<file path="src/rtl/uart_echo_ctrl.sv">
// UART echo sequencer: receive FIFO feeding a start/busy transmitter handshake.
// Optional feature macro UART_ECHO_CRLF_EN inserts 0x0A after every transmitted 0x0D.
module uart_echo_ctrl #(
   parameter  int unsigned DEPTH = 16,
   localparam int unsigned LW    = $clog2(DEPTH) + 1
) (
   input  logic          clk,
   input  logic          rst,
   input  logic          enable,
   input  logic [7:0]    rx_data,
   input  logic          rx_valid,
   input  logic          tx_busy,
   output logic [7:0]    tx_data,
   output logic          tx_start,
   output logic [LW-1:0] level,
   output logic          overrun,
   output logic [7:0]    drop_cnt
);

   localparam int unsigned AW = $clog2(DEPTH);

   typedef enum logic [2:0] {
      IDLE,
      START,
      WAIT_BUSY,
      WAIT_DONE
`ifdef UART_ECHO_CRLF_EN
      , INS_LF
`endif
   } state_t;

   state_t        state, next_state;
   logic [7:0]    mem [DEPTH];
   logic [LW-1:0] wr_ptr, rd_ptr;
   logic          empty, full, push, drop, pop, load_lf;

   // Pointers carry one extra MSB so full and empty are distinguishable.
   always_comb begin
      empty = (wr_ptr == rd_ptr);
      full  = (wr_ptr[AW] != rd_ptr[AW]) && (wr_ptr[AW-1:0] == rd_ptr[AW-1:0]);
      push  = rx_valid && !full;
      drop  = rx_valid && full;
      level = wr_ptr - rd_ptr;
   end

   always_ff @(posedge clk) begin
      if (rst) begin
         state <= IDLE;
      end else begin
         state <= next_state;
      end
   end

   always_comb begin
      next_state = state;
      case (state)
         IDLE:      if (pop) next_state = START;
         START:     next_state = WAIT_BUSY;
         WAIT_BUSY: if (tx_busy) next_state = WAIT_DONE;
         WAIT_DONE: begin
            if (!tx_busy) begin
`ifdef UART_ECHO_CRLF_EN
               next_state = (tx_data == 8'h0D) ? INS_LF : IDLE;
`else
               next_state = IDLE;
`endif
            end
         end
`ifdef UART_ECHO_CRLF_EN
         INS_LF:    next_state = START;
`endif
         default:   next_state = IDLE;
      endcase
   end

   always_comb begin
      tx_start = (state == START);
      pop      = (state == IDLE) && enable && !empty && !tx_busy;
`ifdef UART_ECHO_CRLF_EN
      load_lf  = (state == INS_LF);
`else
      load_lf  = 1'b0;
`endif
   end

   always_ff @(posedge clk) begin
      if (push) begin
         mem[wr_ptr[AW-1:0]] <= rx_data;
      end
   end

   always_ff @(posedge clk) begin
      if (rst) begin
         wr_ptr   <= '0;
         rd_ptr   <= '0;
         tx_data  <= '0;
         overrun  <= 1'b0;
         drop_cnt <= '0;
      end else begin
         if (push) begin
            wr_ptr <= wr_ptr + 1'b1;
         end
         if (pop) begin
            rd_ptr  <= rd_ptr + 1'b1;
            tx_data <= mem[rd_ptr[AW-1:0]];
         end else if (load_lf) begin
            tx_data <= 8'h0A;
         end
         overrun <= drop;
         if (drop && (drop_cnt != '1)) begin
            drop_cnt <= drop_cnt + 8'd1;
         end
      end
   end

endmodule

</file>
<file path="config.mk">
export PLATFORM = sky130hd
export DESIGN_NAME = uart_echo_ctrl
export DESIGN_NICKNAME = d
export VERILOG_FILES = /design/src/rtl/uart_echo_ctrl.sv
export SDC_FILE = /design/constraint.sdc
export NUM_CORES = 1
export LEC_CHECK = 0
export BUFFER_PORTS_ARGS = -buffer_cell sky130_fd_sc_hd__buf_2
export CORE_MARGIN = 1
export CORE_UTILIZATION = 35
export CTS_CLUSTER_DIAMETER = 200
export CTS_CLUSTER_SIZE = 20
export DETAILED_ROUTE_END_ITERATION = 10
export PLACE_DENSITY_LB_ADDON = 0.2
export SLEW_MARGIN = 40
export SYNTH_ARGS = -nofsm -noshare
export SYNTH_HDL_FRONTEND = slang
export SYNTH_SLANG_ARGS = --single-unit
export TNS_END_PERCENT = 50
</file>
<file path="constraint.sdc">
create_clock -name clk -period 3.2 [get_ports clk]
set_input_delay 0.16 -clock clk [delete_from_list [all_inputs] [get_ports clk]]
set_output_delay 0.16 -clock clk [all_outputs]
set_load 0.01 [all_outputs]
</file>
Word-level counts from Yosys, hierarchy flattened --
Memories as Yosys holds them, arrays and structs flattened. A register that Yosys moved wholly into a read port is not among the register bits. Cells that the tools add are included.
Cells by class: $add $sub $neg 4, eq/ne operators 10, multiplexer cells 6, reductions and logical operators 12
Operators with widths (count):
- 3-bit case mux with 4 select lines | 1
- 5-bit by 1-bit adder with 5-bit output, second input constant | 2
- 3-bit two-way mux | 3
- 8-bit by 1-bit adder with 8-bit output, second input constant | 1
- 8-bit inequality test, second input constant | 1
- 1-bit logical AND | 7
- 3-bit by 2-bit equality test with 1-bit output, second input constant | 2
- 2-bit inequality test, second input constant | 3
- 5-bit equality test | 1
- 5-bit subtractor | 1
- 4-bit equality test | 1
- 3-bit by 1-bit equality test with 1-bit output, second input constant | 1
- 1-bit zero test | 3
- 3-bit zero test | 1
- 3-bit AND reduction | 1
- 1-bit two-way mux | 2
- 1-bit inequality test | 1
Word-level totals: bits in registers 22, memory bits (writable) 128, output and inout bits 23, word-level logic and storage cells 38, memories kept 1
Memories:
- mem | depth 16, width 8, read ports 1, clocked after memory_dff 1, write ports 1, RTL line 33 | logic [7:0] mem [DEPTH];

Longest topological paths before layout --
Gate-level depths: netlist (run 1).
depth after elaboration 6, depth in mapped cells 9, mapped depth without buffers 7

Least setup slack after synthesis (run 1) --
No wires, ideal clock.
path type flip-flop to flip-flop, start reg rd_ptr[2], end mem mem[4][0], enable pin, setup time 385 ps, arrival time 2479 ps, data required time 2815 ps, slack 336 ps, cell stages (with the launch flop) 8, path buffers 1, path through dfxtp_1 buf_1 inv_1 ha_1 nand4_1 o21ai_2 or2_2 nor3b_1
On the way: longest elaborated chain between the ends 6
RTL lines:
- from (decl) | RTL line 34 | logic [LW-1:0] wr_ptr, rd_ptr;
- from (signal assigned) | RTL line 104 | rd_ptr <= rd_ptr + 1'b1;
- 4-bit equality test | RTL line 40 | full = (wr_ptr[AW] != rd_ptr[AW]) && (wr_ptr[AW-1:0] == rd_ptr[AW-1:0]);
- 1-bit logical AND | RTL line 40
- 1-bit zero test | RTL line 41 | push = rx_valid && !full;
- 1-bit logical AND | RTL line 41
- 1-bit two-way mux | RTL line 87 | if (push) begin
- 1-bit two-way mux (not written as such) | RTL line 88 | mem[wr_ptr[AW-1:0]] <= rx_data;
- to (decl) | RTL line 33
No other way between the ends.

Worst setup path in the final report (run 1) --
start reg wr_ptr[3], end mem mem[5][5], enable pin
On the way: longest elaborated chain between the ends 6
RTL lines:
- from (decl) | RTL line 34
- from (signal assigned) | RTL line 101 | wr_ptr <= wr_ptr + 1'b1;
- 4-bit equality test | RTL line 40
- 1-bit logical AND | RTL line 40
- 1-bit zero test | RTL line 41
- 1-bit logical AND | RTL line 41
- 1-bit two-way mux | RTL line 87
- 1-bit two-way mux (not written as such) | RTL line 88
Several ways; a longest one is shown, not always the timed one.

==> results of run 1 <==
[area by class of cell]
class	count	area, um^2
Fill cell	1619	10500
Sequential cell	157	4430
Multi-Input combinational cell	229	1970
Clock buffer	18	429
Tap cell	229	287
Timing Repair Buffer	47	265
Clock inverter	14	191
Inverter	17	63.8
[power by group]
group / internal (W) / switching (W) / leakage [nW] / total (W)
sequential: 0.00225 / 0.0000257 / 1.39 / 0.00228
clock: 0.00131 / 0.000803 / 0.300 / 0.00211
combinational: 0.000151 / 0.000227 / 0.840 / 0.000378
[cells by family after synthesis]
kind of cell / after synthesis / synth area share, %
XOR/XNOR: 12 / 1.72
flip-flops: 157 / 67.7
AO/OA/AOI/OAI: 67 / 7.12
buffers and inverters: 38 / 2.51
adder cells (fa/ha/maj): 16 / 3.18
AND/OR/NAND/NOR: 83 / 7.08
multiplexers: 51 / 10.7
[placed cells by master, fill, tap and decap left out, types with 4 or more instances in the layout]
| master | synthesis | routed |
|---|---|---|
| o31ai_1 | 4 | 4 |
| mux4_2 | 15 | 15 |
| o22ai_1 | 16 | 16 |
| xnor2_1 | 8 | 8 |
| clkbuf_16 | 0 | 17 |
| mux2i_1 | 36 | 36 |
| o21ai_0 | 5 | 5 |
| nor3b_1 | 4 | 4 |
| ha_1 | 15 | 15 |
| a311oi_1 | 8 | 8 |
| and3_1 | 10 | 10 |
| nor2_1 | 25 | 25 |
| inv_1 | 17 | 17 |
| a21oi_1 | 11 | 11 |
| or4_1 | 5 | 5 |
| nand2_1 | 9 | 9 |
| nand3b_1 | 4 | 4 |
| buf_2 | 11 | 35 |
| dfxtp_1 | 29 | 28 |
| edfxtp_1 | 128 | 128 |
| a211oi_1 | 10 | 10 |
| nand3_1 | 7 | 7 |
| buf_4 | 2 | 12 |
| bufinv_16 | 0 | 4 |
[layer usage]
layer	GRT usage, %	part of all wire (%)	up-vias
met4	7.08	2.4	0
met2	25.7	49	61
met1	20.4	46	1914
li1	-	-	1759
met3	3.35	2.9	21
met5	0	0	-
[critical path: stages, from the launching register on]
cell and delay [ns]:
dfxtp_1 0.72, ha_1 0.38, nand4_1 0.18, o21ai_2 0.20, or2_2 0.38, nor3b_1 0.21
buf_4 0.21
[sequential cells by signal, summed over array words and instances (netlist names)]
name and cells:
overrun 1, wr_ptr 5, mem 128, tx_data 8, rd_ptr 5, drop_cnt 8
state 2
[final timing paths]
path,depth (start not counted),slack [ns],end
setup reg to reg,6,0.62,mem[5][5]
hold / removal,1,0.14,mem[6][0]
hold reg to reg,2,0.49,drop_cnt[5]
setup / recovery,6,0.62,mem[5][5]
[stage by stage]
step	hold WS [ns]	cell area [um^2]	util, %	worst slack, ns	std cells
3_3_place_gp	0.479	7010	38.6	0.652	679
5_1_grt	0.152	7630	42.0	0.420	711
4_1_cts	0.144	7630	42.0	0.639	711
6_report	0.141	7630	42.0	0.622	711
2_1_floorplan	0.259	6540	-	0.336	424
3_5_place_dp	0.484	7010	38.6	0.624	679
==> flow_summary.yaml, run 1 <==
run_status:
  outcome: "finished with violations"
  violations: "DRC"
synth:
  syn_avg_cell_area_um2: 15.4
  synth.largest_area_cell: "edfxtp_1"
  ys_seq_elements: 157
  syn_inst: 424
  synth-edff-count: 128
  synthArstFlopShare_pct: 0
  ys_top_cells_by_count: "edfxtp_1, mux2i_1, dfxtp_1, nor2_1, inv_1"
  synth_most_common_cell: "edfxtp_1"
  ys_seq_area_share_pct: 67.7
  synth_top_area_share_pct: 58.8
  synth_cell_types: 44
  synthesis.area_mm2: 0.00654
  yosys-top-cells-area: "edfxtp_1, dfxtp_1, mux2i_1"
  ys_warn_count: 0
  synth_flop_cell: "edfxtp_1"
  synth_nets: 453
clocking:
  clockRootBuffer: "clkbuf_16"
  ctsResizeCount: 0
  clk_path_buf_depth: 2
  cts.reportedPaths.clkPinSlew_ns: 0.06
  post_cts_buffers: 0
  htreeDepth: 4
  cts_sinks: 157
  cts_made_buffers: 17
  clock_latency_ns: 0.43
  hold_buffers: 0
  cts_tree: "built"
min_path:
  hp-class: "in2reg"
  holdCritStartpoint: "rx_data[0]"
worst_setup_path:
  cp-end-kind: "register"
  path_class: "reg2reg"
  cp-start-kind: "register"
  arrival_ns: 2.71
  crit_required_ns: 3.34
  r2r_start: "wr_ptr[3]"
  path_max_fanout: 18
  crit_start: "wr_ptr[3]"
routing:
  drc: 2
  vias: 3755
  first_pass_iters: 9
  drt_wl_total_mm: 14.3
  drt_iter0_drc: 190
  final_antenna_net_count: 0
  vias_per_cell: 5.28
  post_drt_wl_per_cell_um: 20.2
floorplan:
  die_w_um: 139
  rows: 49
  start_util_pct: 36.0
  core_mm2: 0.0181
  die_h_um: 139
  io_pins: 36
  dieArea_mm2: 0.0192
cells_and_area:
  diodes: 0
  syn2layout_area_growth_pct: 16.7
  drive_gt1_share_pct: 21.2
  fin_nets: 498
pwr:
  leakagePower_nw: 2.53
  irDropWorstVdd_mv: 0.365
  power.density_mw_per_mm2: 625
  power_w: 0.00477
sta:
  clock_skew_ns: 0.00773
  clock.fmax_mhz: 388
  slew_headroom_pct: 53.5
  fin_tns_setup_ns: 0
  final-hold-violation-count: 0
  rsz0062_at_grt: "false"
  worstMarginPinSlew_ns: 0.697
  period_share_pct: 80.6
  setup_viol: 0
  finalCriticalPeriod_ns: 2.58
  final-max-slew-violation-count: 0
placement:
  gp_congestion: 0.769
  port_buffers: 35
  dpl.hpwl_mm: 9.61
global_routing:
  grt_max_degree: 41
  grt_antenna_before_repair: 0
  track_usage_pct: 15.8
  grt_pass1_wl_mm: 22.1
  overflow: 0
  grt_pass1_vias: 3812
run:
  drv_cap: 0
(Power assumes the default switching activity.)
==> inputs of run 2 (changes only) <==
Clock period 3.2 ns to 2.2 ns, I/O delays scaled along.
==> flow_summary.yaml, run 2 (synthesis results as in run 1) <==
worst_setup_path:
  crit_required_ns: 2.09
  reg2regPathDepth: 6
  cp-end-kind: "output port"
  cp-start-kind: "register"
  arrival_ns: 1.97
  path_max_fanout: 40
  path_class: "reg2out"
cells_and_area:
  largest_reg_flops: 128
  diodes: 0
  fillers: 1612
  fin_nets: 516
  layout_commonest_cell: "edfxtp_1"
  multi_input_area_mm2: 0.00205
  syn2layout_area_growth_pct: 21.7
  seqCellArea_mm2: 0.00443
  final_cell_mix: "edfxtp_1, mux2i_1, buf_2"
  drive_gt1_share_pct: 26.2
  fin_cells: 729
pwr:
  pwr-share-comb_pct: 8.8
  power.density_mw_per_mm2: 876
  p_seq_share_pct: 47.6
  p_int_w: 0.00535
  irDropWorstVdd_mv: 0.604
  sw_frac_of_total_pct: 23.2
  clock_power_share_pct: 43.6
  leakagePower_nw: 2.65
  p_sw_w: 0.00162
placement:
  gp_congestion: 0.768
  dpl.hpwl_mm: 9.91
  dp_cells: 694
  post-place-ws_ns: 0.0323
  port_buffers: 35
sta:
  final-hold-violation-count: 0
  final-max-slew-violation-count: 0
  period_share_pct: 94.7
  worstMarginPinSlew_ns: 0.731
  clock.fmax_mhz: 480
  rsz0062_at_grt: "true"
  worst_hold_slack_ns: 0.0817
  finalCriticalPeriod_ns: 2.08
  fin_ws_ns: 0.116
  fin_tns_setup_ns: 0
  slew_headroom_pct: 51.1
  setup_viol: 0
  clock_skew_ns: 0.00855
run_status:
  outcome: "finished with violations"
  violations: "DRC"
clocking:
  hold_buffers: 0
  clk_path_buf_depth: 2
  cts_sinks: 157
  clock_latency_ns: 0.43
  cts_made_buffers: 17
  clockRootBuffer: "clkbuf_16"
  cts.reportedPaths.clkPinSlew_ns: 0.06
  htreeDepth: 4
  cts_tree: "built"
global_routing:
  grt_antenna_before_repair: 0
  track_usage_pct: 16.0
  grt_pass1_wl_mm: 22.6
  overflow: 0
  grt_max_degree: 41
  grt_pass1_vias: 3848
floorplan:
  start_util_pct: 36.0
  die_h_um: 139
  dieArea_mm2: 0.0192
  die_w_um: 139
  io_pins: 36
  rows: 49
  core_mm2: 0.0181
routing:
  final_antenna_net_count: 0
  vias: 3791
  drt_iter0_drc: 260
  vias_per_cell: 5.20
  drc: 1
  post_drt_wl_per_cell_um: 19.9
  drt_wl_total_mm: 14.5
  first_pass_iters: 9
min_path:
  hold-path-cell-count: 1
  hp-class: "in2reg"
run:
  drv_cap: 0
==> run 2: cell count changes in the layout (fill, tap and decap cells not counted), moves of 4 or more <==
cell	change
buf_4	+9
buf_12	+9
nor3b_4	+4
nor3b_1	-4
==> run 2: path summary, 6_finish.rpt <==
check              start  slack, ns     endpoint
max reg2reg    rd_ptr[2]       0.16  drop_cnt[4]
min reg2reg  drop_cnt[5]       0.50  drop_cnt[5]
min           rx_data[7]       0.08    mem[5][7]
max            rd_ptr[1]       0.12     level[4]
==> run 2: layout make-up <==
class / count / area share, %
Sequential cell: 157 / 55.7
Multi-Input combinational cell: 229 / 25.8
Timing Repair Buffer: 65 / 6.45
Clock buffer: 18 / 5.40
Tap cell: 229 / 3.60
Clock inverter: 14 / 2.28
Inverter: 17 / 0.803
==> run 2: stage by stage <==
stage / util [%] / power [W] / cell area, um^2
finish: 43.8 / 0.00696 / 7950
global placement: 40.0 / 0.00397 / 7260
detailed placement: 40.0 / 0.00398 / 7260
floorplan: - / 0.00374 / 6630
global route: 43.8 / 0.00718 / 7950
CTS: 43.4 / 0.00700 / 7870
==> run 2: metal layers <==
metal	wire length [um]	global-route usage, %	vias up
met5	0	0	-
met1	6700	20.6	1920
li1	-	-	1793
met2	7170	26.6	62
met4	237	6.32	0
met3	398	3.25	16
==> run 2: power by group through the flow <==
stage	registers, W	clock network (W)	logic, W
2_1_floorplan	0.00338	0	0.000361
3_3_place_gp	0.00337	0	0.000597
3_5_place_dp	0.00338	0	0.000607
4_1_cts	0.00331	0.00308	0.000608
5_1_grt	0.00332	0.00319	0.000668
6_report	0.00331	0.00304	0.000612
==> run 2: worst max-delay path, stage by stage, from the launching register on <==
cell and delay (ns):
dfxtp_2 0.35, buf_12 0.27, fa_2 0.27, inv_1 0.05, a21o_1 0.15, a21oi_1 0.17
xnor2_1 0.14, buf_2 0.15
==> run 2: timing repair <==
| item | 4_1_cts | 5_1_grt |
|---|---|---|
| buffers inserted | 0 | 3 |
| gates resized for setup | 1 | 3 |
| endpoints found under the setup margin | 1 | 27 |
| pin swaps | 0 | 3 |
==> inputs of run 3 (changes only) <==
Settings changed: CORE_ASPECT_RATIO set to 1.5.
==> flow_summary.yaml, run 3 (synthesis results as in run 1) <==
worst_setup_path:
  reg2regPathDepth: 8
  endpoint: "level[4]"
  arrival_ns: 2.00
  rrSetupSlack_ns: 0.14
  cp-end-kind: "output port"
  crit_start: "wr_ptr[1]"
  cp-start-kind: "register"
  r2r_end: "mem[14][1]"
  crit_required_ns: 2.09
  path_max_fanout: 5
  r2r_start: "wr_ptr[0]"
  path_class: "reg2out"
clocking:
  clock_latency_ns: 0.41
  htreeDepth: 4
  cts_sinks: 157
  clk_path_buf_depth: 2
  cts_made_buffers: 17
  clockRootBuffer: "clkbuf_16"
  hold_buffers: 0
  cts.reportedPaths.clkPinSlew_ns: 0.07
  cts_tree: "built"
global_routing:
  overflow: 0
  grt_antenna_before_repair: 0
  grt_max_degree: 41
  grt_pass1_wl_mm: 23.3
  grt_pass1_vias: 3882
  track_usage_pct: 16.9
pwr:
  sw_frac_of_total_pct: 23.3
  pwr-share-comb_pct: 8.7
  p_sw_w: 0.00163
  p_seq_share_pct: 47.3
  irDropWorstVdd_mv: 0.550
  power_w: 0.00702
  leakagePower_nw: 2.64
  p_int_w: 0.00538
  clock_power_share_pct: 44.0
  power.density_mw_per_mm2: 881
sta:
  finalCriticalPeriod_ns: 2.11
  setup_viol: 0
  final-max-slew-violation-count: 0
  final-hold-violation-count: 0
  slew_headroom_pct: 60.7
  fin_tns_setup_ns: 0
  worst_hold_slack_ns: 0.100
  worstMarginPinSlew_ns: 0.590
  period_share_pct: 95.9
  clock.fmax_mhz: 474
  clock_skew_ns: 0.00921
routing:
  final_antenna_net_count: 0
  vias: 3825
  vias_per_cell: 5.13
  first_pass_iters: 4
  drt_wl_total_mm: 15.1
  drc: 0
  post_drt_wl_per_cell_um: 20.2
  drt_iter0_drc: 237
cells_and_area:
  final_cell_mix: "edfxtp_1, mux2i_1, buf_2"
  largest_reg_flops: 128
  fin_nets: 514
  stdcell_area_mm2: 0.00796
  drive_gt1_share_pct: 25.7
  syn2layout_area_growth_pct: 21.8
  diodes: 0
  layout_commonest_cell: "edfxtp_1"
run_status:
  outcome: "complete, no violations"
floorplan:
  die_w_um: 114
  io_pins: 36
  start_util_pct: 36.1
  die_h_um: 169
  rows: 60
  core_mm2: 0.0181
  dieArea_mm2: 0.0192
placement:
  dpl.hpwl_mm: 10.5
  gp_congestion: 0.841
  port_buffers: 35
  dpl-instance-area_mm2: 0.00729
min_path:
  hp-class: "in2reg"
run:
  drv_cap: 0
-- run 3: worst max-delay path, cell delays in order, from the launching register on --
cell and delay [ns]:
dfxtp_1 0.36, buf_4 0.15, inv_1 0.10, fa_2 0.43
inv_1 0.06, a21o_1 0.10, a21oi_1 0.07, xnor2_1 0.16
buf_2 0.16
-- run 3: area by class of cell --
class	count	area, um^2
clock inverter	13	180
tap	248	310
inverter	17	63.8
timing repair buffer	63	485
sequential	157	4430
multi-input combinational	229	2050
fill	1609	10100
clock buffer	19	443
-- run 3: through the flow --
stage	util, %	worst slack (ns)	instances
floorplan	-	0.00349	424
global placement	40.3	0.115	713
detailed placement	40.3	0.0434	713
CTS	43.8	0.0118	745
global route	44.0	-0.00180	746
finish	44.0	0.0904	746
-- run 3: metal layers --
metal	wire length [um]	vias up	GRT usage [%]
li1	-	1789	-
met1	6050	1922	20.3
met2	7950	93	29.1
met3	677	21	3.04
met4	411	0	7.95
met5	0	-	0
-- run 3: worst min-delay path by stage --
stage / slack (ns) / endpoint / start / depth (start not counted)
floorplan: 0.21 / mem[0][0] / rx_data[0] / 0
global placement: 0.46 / drop_cnt[5] / drop_cnt[5] / 2
detailed placement: 0.48 / drop_cnt[5] / drop_cnt[5] / 2
CTS: 0.09 / mem[6][1] / rx_data[1] / 1
global route: 0.11 / mem[2][1] / rx_data[1] / 1
finish: 0.1 / mem[6][1] / rx_data[1] / 1
-- run 3: what timing repair did --
action,4_1_cts,5_1_grt
setup buffers,0,1
endpoints found under the setup margin,0,57
resized for setup,0,5
-- run 3: power groups by stage --
stage	clock, W	combinational (W)	sequential [W]
floorplan	0	0.000361	0.00338
global placement	0	0.000603	0.00338
detailed placement	0	0.000615	0.00338
CTS	0.00314	0.000617	0.00332
global route	0.00325	0.000680	0.00333
finish	0.00308	0.000614	0.00332
